<file path="src/rtl/mand_tile_sequencer_pkg.sv">
// Shared definitions for the Mandelbrot tile sequencer: lane geometry,
// request FSM encoding and the shift-add multiply by eleven.
package mand_tile_sequencer_pkg;

    localparam int LANES = 11;
    localparam int CW    = 7;
    localparam int CNT_W = LANES * CW;

    typedef enum logic [1:0] {
        ST_IDLE = 2'd0,
        ST_REQ  = 2'd1,
        ST_WAIT = 2'd2,
        ST_HOLD = 2'd3
    } mand_state_e;

    // 11*x = 8x + 2x + x, wrapping mod 2^32
    function automatic logic [31:0] times11(input logic [31:0] x);
        return (x << 3) + (x << 1) + x;
    endfunction

endpackage

</file>
<file path="src/rtl/mand_lane_unpacker.sv">
// Single-entry drain buffer: holds one block's packed lane counters and
// streams them out as LANES pixel writes on a valid/ready interface.
module mand_lane_unpacker
    import mand_tile_sequencer_pkg::*;
#(
    parameter int AW = 20
) (
    input  logic             clk,
    input  logic             reset,
    input  logic             load,
    input  logic [CNT_W-1:0] load_counters,
    input  logic [AW-1:0]    load_addr,
    output logic             full,
    output logic             drain_last,
    output logic             px_valid,
    input  logic             px_ready,
    output logic [AW-1:0]    px_addr,
    output logic [CW-1:0]    px_data
);

    logic [CNT_W-1:0] buf_q;
    logic [AW-1:0]    addr_q;
    logic [3:0]       lane_q;
    logic             full_q;
    logic             accept;

    assign accept     = full_q && px_ready;
    assign drain_last = accept && (lane_q == 4'(LANES - 1));

    assign full     = full_q;
    assign px_valid = full_q;
    assign px_addr  = addr_q;
    assign px_data  = buf_q[CW-1:0];

    // Lane 1 sits in the low bits; each accept shifts the next lane down
    always_ff @(posedge clk or negedge reset) begin
        if (!reset) begin
            buf_q  <= '0;
            addr_q <= '0;
            lane_q <= '0;
            full_q <= 1'b0;
        end else if (load) begin
            buf_q  <= load_counters;
            addr_q <= load_addr;
            lane_q <= '0;
            full_q <= 1'b1;
        end else if (accept) begin
            buf_q  <= buf_q >> CW;
            addr_q <= addr_q + AW'(1);
            lane_q <= lane_q + 4'd1;
            if (drain_last) begin
                full_q <= 1'b0;
            end
        end
    end

endmodule

</file>
<file path="src/rtl/mand_tile_sequencer.sv">
// Walks an NROWS x NBLK tile, issuing one core request per 11-pixel block
// and draining each block's counters to the framebuffer stream.
module mand_tile_sequencer
    import mand_tile_sequencer_pkg::*;
#(
    parameter int AW = 20,
    parameter int DW = 16
) (
    input  logic             clk,
    input  logic             reset,
    input  logic             start,
    input  logic [31:0]      x0,
    input  logic [31:0]      y0,
    input  logic [31:0]      dx,
    input  logic [31:0]      dy,
    input  logic [DW-1:0]    nblk,
    input  logic [DW-1:0]    nrows,
    input  logic [AW-1:0]    base,
    input  logic [AW-1:0]    stride,
    output logic             busy,
    output logic             done,
    output logic [31:0]      core_cx0,
    output logic [31:0]      core_cxstep,
    output logic [31:0]      core_cy,
    output logic             core_rq,
    input  logic             core_ack,
    input  logic [CNT_W-1:0] core_counters,
    output logic             px_valid,
    input  logic             px_ready,
    output logic [AW-1:0]    px_addr,
    output logic [CW-1:0]    px_data
);

    mand_state_e   state_q, state_n;
    logic [31:0]   x0_q, dy_q, dx11_q;
    logic [AW-1:0] stride_q, row_addr_q, blk_addr_q;
    logic [DW-1:0] nblk_q, nrows_q, blk_q, row_q;
    logic          fin_q;
    logic          take_start, zero_start, load, req_now;
    logic          row_end, last_blk;
    logic          buf_full, drain_last;

    assign row_end  = (blk_q == nblk_q - DW'(1));
    assign last_blk = row_end && (row_q == nrows_q - DW'(1));

    always_ff @(posedge clk or negedge reset) begin
        if (!reset) begin
            state_q <= ST_IDLE;
        end else begin
            state_q <= state_n;
        end
    end

    // done blocks a restart in the same cycle busy falls
    always_comb begin
        state_n    = state_q;
        take_start = 1'b0;
        zero_start = 1'b0;
        load       = 1'b0;
        req_now    = 1'b0;
        unique case (state_q)
            ST_IDLE: begin
                if (start && !busy && !done) begin
                    if (nblk == '0 || nrows == '0) begin
                        zero_start = 1'b1;
                    end else begin
                        take_start = 1'b1;
                        state_n    = ST_REQ;
                    end
                end
            end
            ST_REQ: begin
                req_now = 1'b1;
                state_n = ST_WAIT;
            end
            ST_WAIT: begin
                if (core_ack) begin
                    if (!buf_full) begin
                        load = 1'b1;
                    end else begin
                        state_n = ST_HOLD;
                    end
                end
            end
            ST_HOLD: begin
                if (!buf_full) begin
                    load = 1'b1;
                end
            end
            default: state_n = ST_IDLE;
        endcase
        if (load) begin
            state_n = last_blk ? ST_IDLE : ST_REQ;
        end
    end

    // Position accumulators step on each capture so the next request is ready
    always_ff @(posedge clk or negedge reset) begin
        if (!reset) begin
            x0_q        <= '0;
            dy_q        <= '0;
            dx11_q      <= '0;
            stride_q    <= '0;
            nblk_q      <= '0;
            nrows_q     <= '0;
            blk_q       <= '0;
            row_q       <= '0;
            row_addr_q  <= '0;
            blk_addr_q  <= '0;
            core_cx0    <= '0;
            core_cy     <= '0;
            core_cxstep <= '0;
        end else if (take_start) begin
            x0_q        <= x0;
            dy_q        <= dy;
            dx11_q      <= times11(dx);
            stride_q    <= stride;
            nblk_q      <= nblk;
            nrows_q     <= nrows;
            blk_q       <= '0;
            row_q       <= '0;
            row_addr_q  <= base;
            blk_addr_q  <= base;
            core_cx0    <= x0;
            core_cy     <= y0;
            core_cxstep <= dx;
        end else if (load && !last_blk) begin
            if (row_end) begin
                blk_q      <= '0;
                row_q      <= row_q + DW'(1);
                core_cx0   <= x0_q;
                core_cy    <= core_cy + dy_q;
                row_addr_q <= row_addr_q + stride_q;
                blk_addr_q <= row_addr_q + stride_q;
            end else begin
                blk_q      <= blk_q + DW'(1);
                core_cx0   <= core_cx0 + dx11_q;
                blk_addr_q <= blk_addr_q + AW'(LANES);
            end
        end
    end

    always_ff @(posedge clk or negedge reset) begin
        if (!reset) begin
            core_rq <= 1'b0;
            done    <= 1'b0;
            busy    <= 1'b0;
            fin_q   <= 1'b0;
        end else begin
            core_rq <= req_now;
            done    <= zero_start || (fin_q && drain_last);
            if (take_start) begin
                busy <= 1'b1;
            end else if (fin_q && drain_last) begin
                busy <= 1'b0;
            end
            if (load && last_blk) begin
                fin_q <= 1'b1;
            end else if (drain_last) begin
                fin_q <= 1'b0;
            end
        end
    end

    mand_lane_unpacker #(
        .AW (AW)
    ) u_unpacker (
        .clk           (clk),
        .reset         (reset),
        .load          (load),
        .load_counters (core_counters),
        .load_addr     (blk_addr_q),
        .full          (buf_full),
        .drain_last    (drain_last),
        .px_valid      (px_valid),
        .px_ready      (px_ready),
        .px_addr       (px_addr),
        .px_data       (px_data)
    );

endmodule

</file>
<file path="config.mk">
export PLATFORM = sky130hd
export DESIGN_NAME = mand_tile_sequencer
export DESIGN_NICKNAME = d
export VERILOG_FILES = /design/src/rtl/mand_tile_sequencer_pkg.sv /design/src/rtl/mand_lane_unpacker.sv /design/src/rtl/mand_tile_sequencer.sv
export SDC_FILE = /design/constraint.sdc
export NUM_CORES = 1
export LEC_CHECK = 0
export CORE_ASPECT_RATIO = 1.75
export CORE_MARGIN = 1.5
export CORE_UTILIZATION = 55
export CTS_CLUSTER_DIAMETER = 60
export DETAILED_ROUTE_END_ITERATION = 6
export GPL_ROUTABILITY_DRIVEN = 0
export PLACE_DENSITY = 0.91
export SYNTH_ARGS = -nofsm -noshare
export SYNTH_HDL_FRONTEND = slang
export SYNTH_SLANG_ARGS = --single-unit
export TNS_END_PERCENT = 50
</file>
<file path="constraint.sdc">
create_clock -name clk -period 6 [get_ports clk]
set_clock_uncertainty 0.1 [all_clocks]
set_input_delay 0.6 -clock clk [delete_from_list [all_inputs] [get_ports clk]]
set_output_delay 0.6 -clock clk [all_outputs]
set_load 0.01 [all_outputs]
</file>
==> results.cfg <==
[outcome]
status = complete, no violations

[power]
cellLeakagePower_nw = 14.4
cellPowerDensity_nw_per_um2 = 502
worst_supply_voltage_drop_on_vdd_uv = 356

[setup_path]
setup.worst_path.class = flop to flop
critical_path.max_stage_delay_ns = 0.70
worst-path-max-fanout = 33
cp_cell_sequence = inv_1, ha_1, nor4b_1, a22oi_1, a2111oi_0, and3_1, o2111ai_2, or2_1, buf_4, o21a_2, nor2_1, a2111oi_0, nor3_1
critical-path-slowest-cell = nor4b_1
worst_ep_arrival_time_ns = 5.11
cp.required_ns = 6.37
startpoint_type = flop
kind_of_end_point_of_the_critical_path = flop
crit_top_cell = a2111oi_0

[timing]
timing.final.setup_violations = 0
fmax_ghz = 0.211
unrepaired_setup_endpoints_after_global_routing = false
timing.final.crit_share = 0.789
timing_worst_slew_pin_value_ns = 0.935
final.min_clock_period_ns = 4.73
totalNegativeSetupSlack_ns = 0
worst_hold_slack_ns = 0.373
max_transition_viols_final = 0
hold_viol = 0
max-slew-margin-rel = 0.369

[placement]
io_buffers = 408
dp_hpwl_um = 55700

[cts]
clock_tree.root_cell = clkbuf_16
cts.repair.resized = 0
clock_tree.buffer_depth = 3
cts_made_buffers = 43
clock_tree.htree_level_count = 2
tritoncts_num_sinks = 423
clkLatencyLatePin_ns = 0.56
clk_pin_slew_ns = 0.07
tritoncts = built

[drt]
drt_pass1_iterations = 6
postRouteAntennaNets = 0
wirelength_um = 79000
dr_wl_met3_um = 5040
route.vias.total = 23700
wl_met2_um = 40000
wl_met1_um = 27600
route.detailed.drc = 0
initialDrtViolationCount = 1994
wl_per_cell_um = 20.2
topRoutingLayerUsed = met5
post_drt_via_cell_ratio = 6.07

[floorplanning]
die_height_um = 287
placementRows = 104
pin_count = 409
die_area_um2 = 47600
chipWidth_um = 166
floorplan.initialDensity = 0.555
placeableCoreArea_um2 = 45800

[logic_synthesis]
synth_seq_area_share = 0.416
yosysTopAreaCellShare = 0.416
synthDistinctLibCells = 85
synth.net_count = 3385
postSynthAreaPerCell_um2 = 8.63
syn_area_um2 = 25400
synthMostInstantiatedCell = nand2_1
synth.top_cells.by_area = dfrtp_1, nand2_1, ha_1
postSynthCellCount = 2946
area_leader_netlist = dfrtp_1
synthTopCellsByCount = nand2_1, dfrtp_1, o21ai_0, nor2_1, a21oi_1
yosysWarnings = 0
ys_ff_latch = 423
synth_ff_type = dfrtp_1
synth_async_sr_flop_share = 1.00
synth-edff-count = 0

[hold_path]
hold_path.class = flop to flop

[global_route]
grt_first_pass_wirelength_um = 123000
grt-ovfl-total = 0
grt_antenna_before_repair = 17
all_layer_gr_usage = 0.331
grt_max_degree = 154
first_global_vias = 24300

[finish]
layout-area-overhead-vs-synth_pct = 23.1
finalNetCount = 3712
layout_cell_share_with_drive_strength_beyond_1 = 0.0375
fillCellCount = 3482

[job]
max_cap_violations = 0
==> per-layer routing <==
layer / vias up / GRT usage
li1: 10900 / -
met1: 11400 / 0.352
met2: 1012 / 0.575
met3: 350 / 0.0556
met4: 4 / 0.250
met5: - / 0
==> cells in the final DEF (no fill, tap or decap), drive strengths merged, types with 68 or more instances in the layout <==
master,instances
a21oi,149
inv,69
nand2,784
xnor2,93
xor2,68
a22oi,76
ha,125
clkdlybuf4s50,407
dfrtp,423
nor2,168
o21ai,198
==> worst max-delay path: cells and delay by family, from the launching register on <==
| family | cells | cell delay, ns |
|---|---|---|
| buffers and inverters | 2 | 0.35 |
| adders and majority gates | 1 | 0.21 |
| DFF | 1 | 0.42 |
| AOI/OAI and AO/OA | 5 | 1.46 |
| and+or+nand+nor | 5 | 2.11 |
==> cells by family (layout without fill, tap and decap cells) <==
logic type | after synthesis | in the layout | synth area share
flip-flops | 423 | 423 | 0.416
buffers and inverters | 216 | 575 | 0.0341
AND/OR/NAND/NOR | 1236 | 1236 | 0.210
other | 0 | 16 | 0
XOR/XNOR | 161 | 161 | 0.0555
adder cells (fa/ha/maj) | 157 | 157 | 0.0867
AO/OA/AOI/OAI | 723 | 723 | 0.185
multiplexers | 30 | 30 | 0.0120
==> registers in the layout, indices dropped and copies added (netlist names), 20 cells and up <==
register            cells
core_cy                32
row_addr_q             20
u_unpacker.px_addr     20
x0_q                   32
dy_q                   32
blk_addr_q             20
dx11_q                 31
u_unpacker.buf_q       77
core_cx0               32
stride_q               20
core_cxstep            32
==> metrics by stage <==
stage          instances  utilization  area [µm²]  power [mW]  setup WS [ns]
2_1_floorplan       2946            -       25400        10.2           2.58
3_3_place_gp        3810        0.652       29900        12.5           1.43
3_5_place_dp        3810        0.652       29900        12.8           1.41
4_1_cts             3888        0.683       31300        15.6           1.41
5_1_grt             3901        0.683       31300        16.8           1.04
6_report            3904        0.683       31300        15.7           1.27
==> layout make-up <==
class | instances | area, µm² | share of cell area
Antenna cell | 16 | 40.0 | 0.00128
Clock buffer | 62 | 1230 | 0.0392
Clock inverter | 15 | 156 | 0.00500
Inverter | 66 | 248 | 0.00791
Multi-Input combinational cell | 2307 | 14000 | 0.448
Sequential cell | 423 | 10600 | 0.338
Tap cell | 583 | 729 | 0.0233
Timing Repair Buffer | 432 | 4300 | 0.137
==> power by group <==
part / total (mW) / internal (mW) / switching, mW
logic: 7.87 / 3.52 / 4.34
clock network: 2.70 / 1.52 / 1.18
registers: 5.15 / 4.05 / 1.10
==> path summary, 6_finish.rpt <==
path	start	to	slack (ns)	cells after the start
setup / recovery	nblk_q[0]	blk_addr_q[10]	1.27	13
hold / removal	core_cxstep[17]	core_cxstep[17]	0.37	2
setup reg to reg	nblk_q[0]	blk_addr_q[10]	1.27	13
hold reg to reg	core_cxstep[17]	core_cxstep[17]	0.37	2
max in group asynchronous	reset	core_cxstep[6]	4.01	3
min in group asynchronous	reset	u_unpacker.buf_q[27]	0.48	2
==> repair_timing <==
item / CTS / global route
setup buffers: 0 / 0
hold endpoints to repair: 59 / 0
hold buffers: 1 / 0
(Power assumes the default switching activity.)
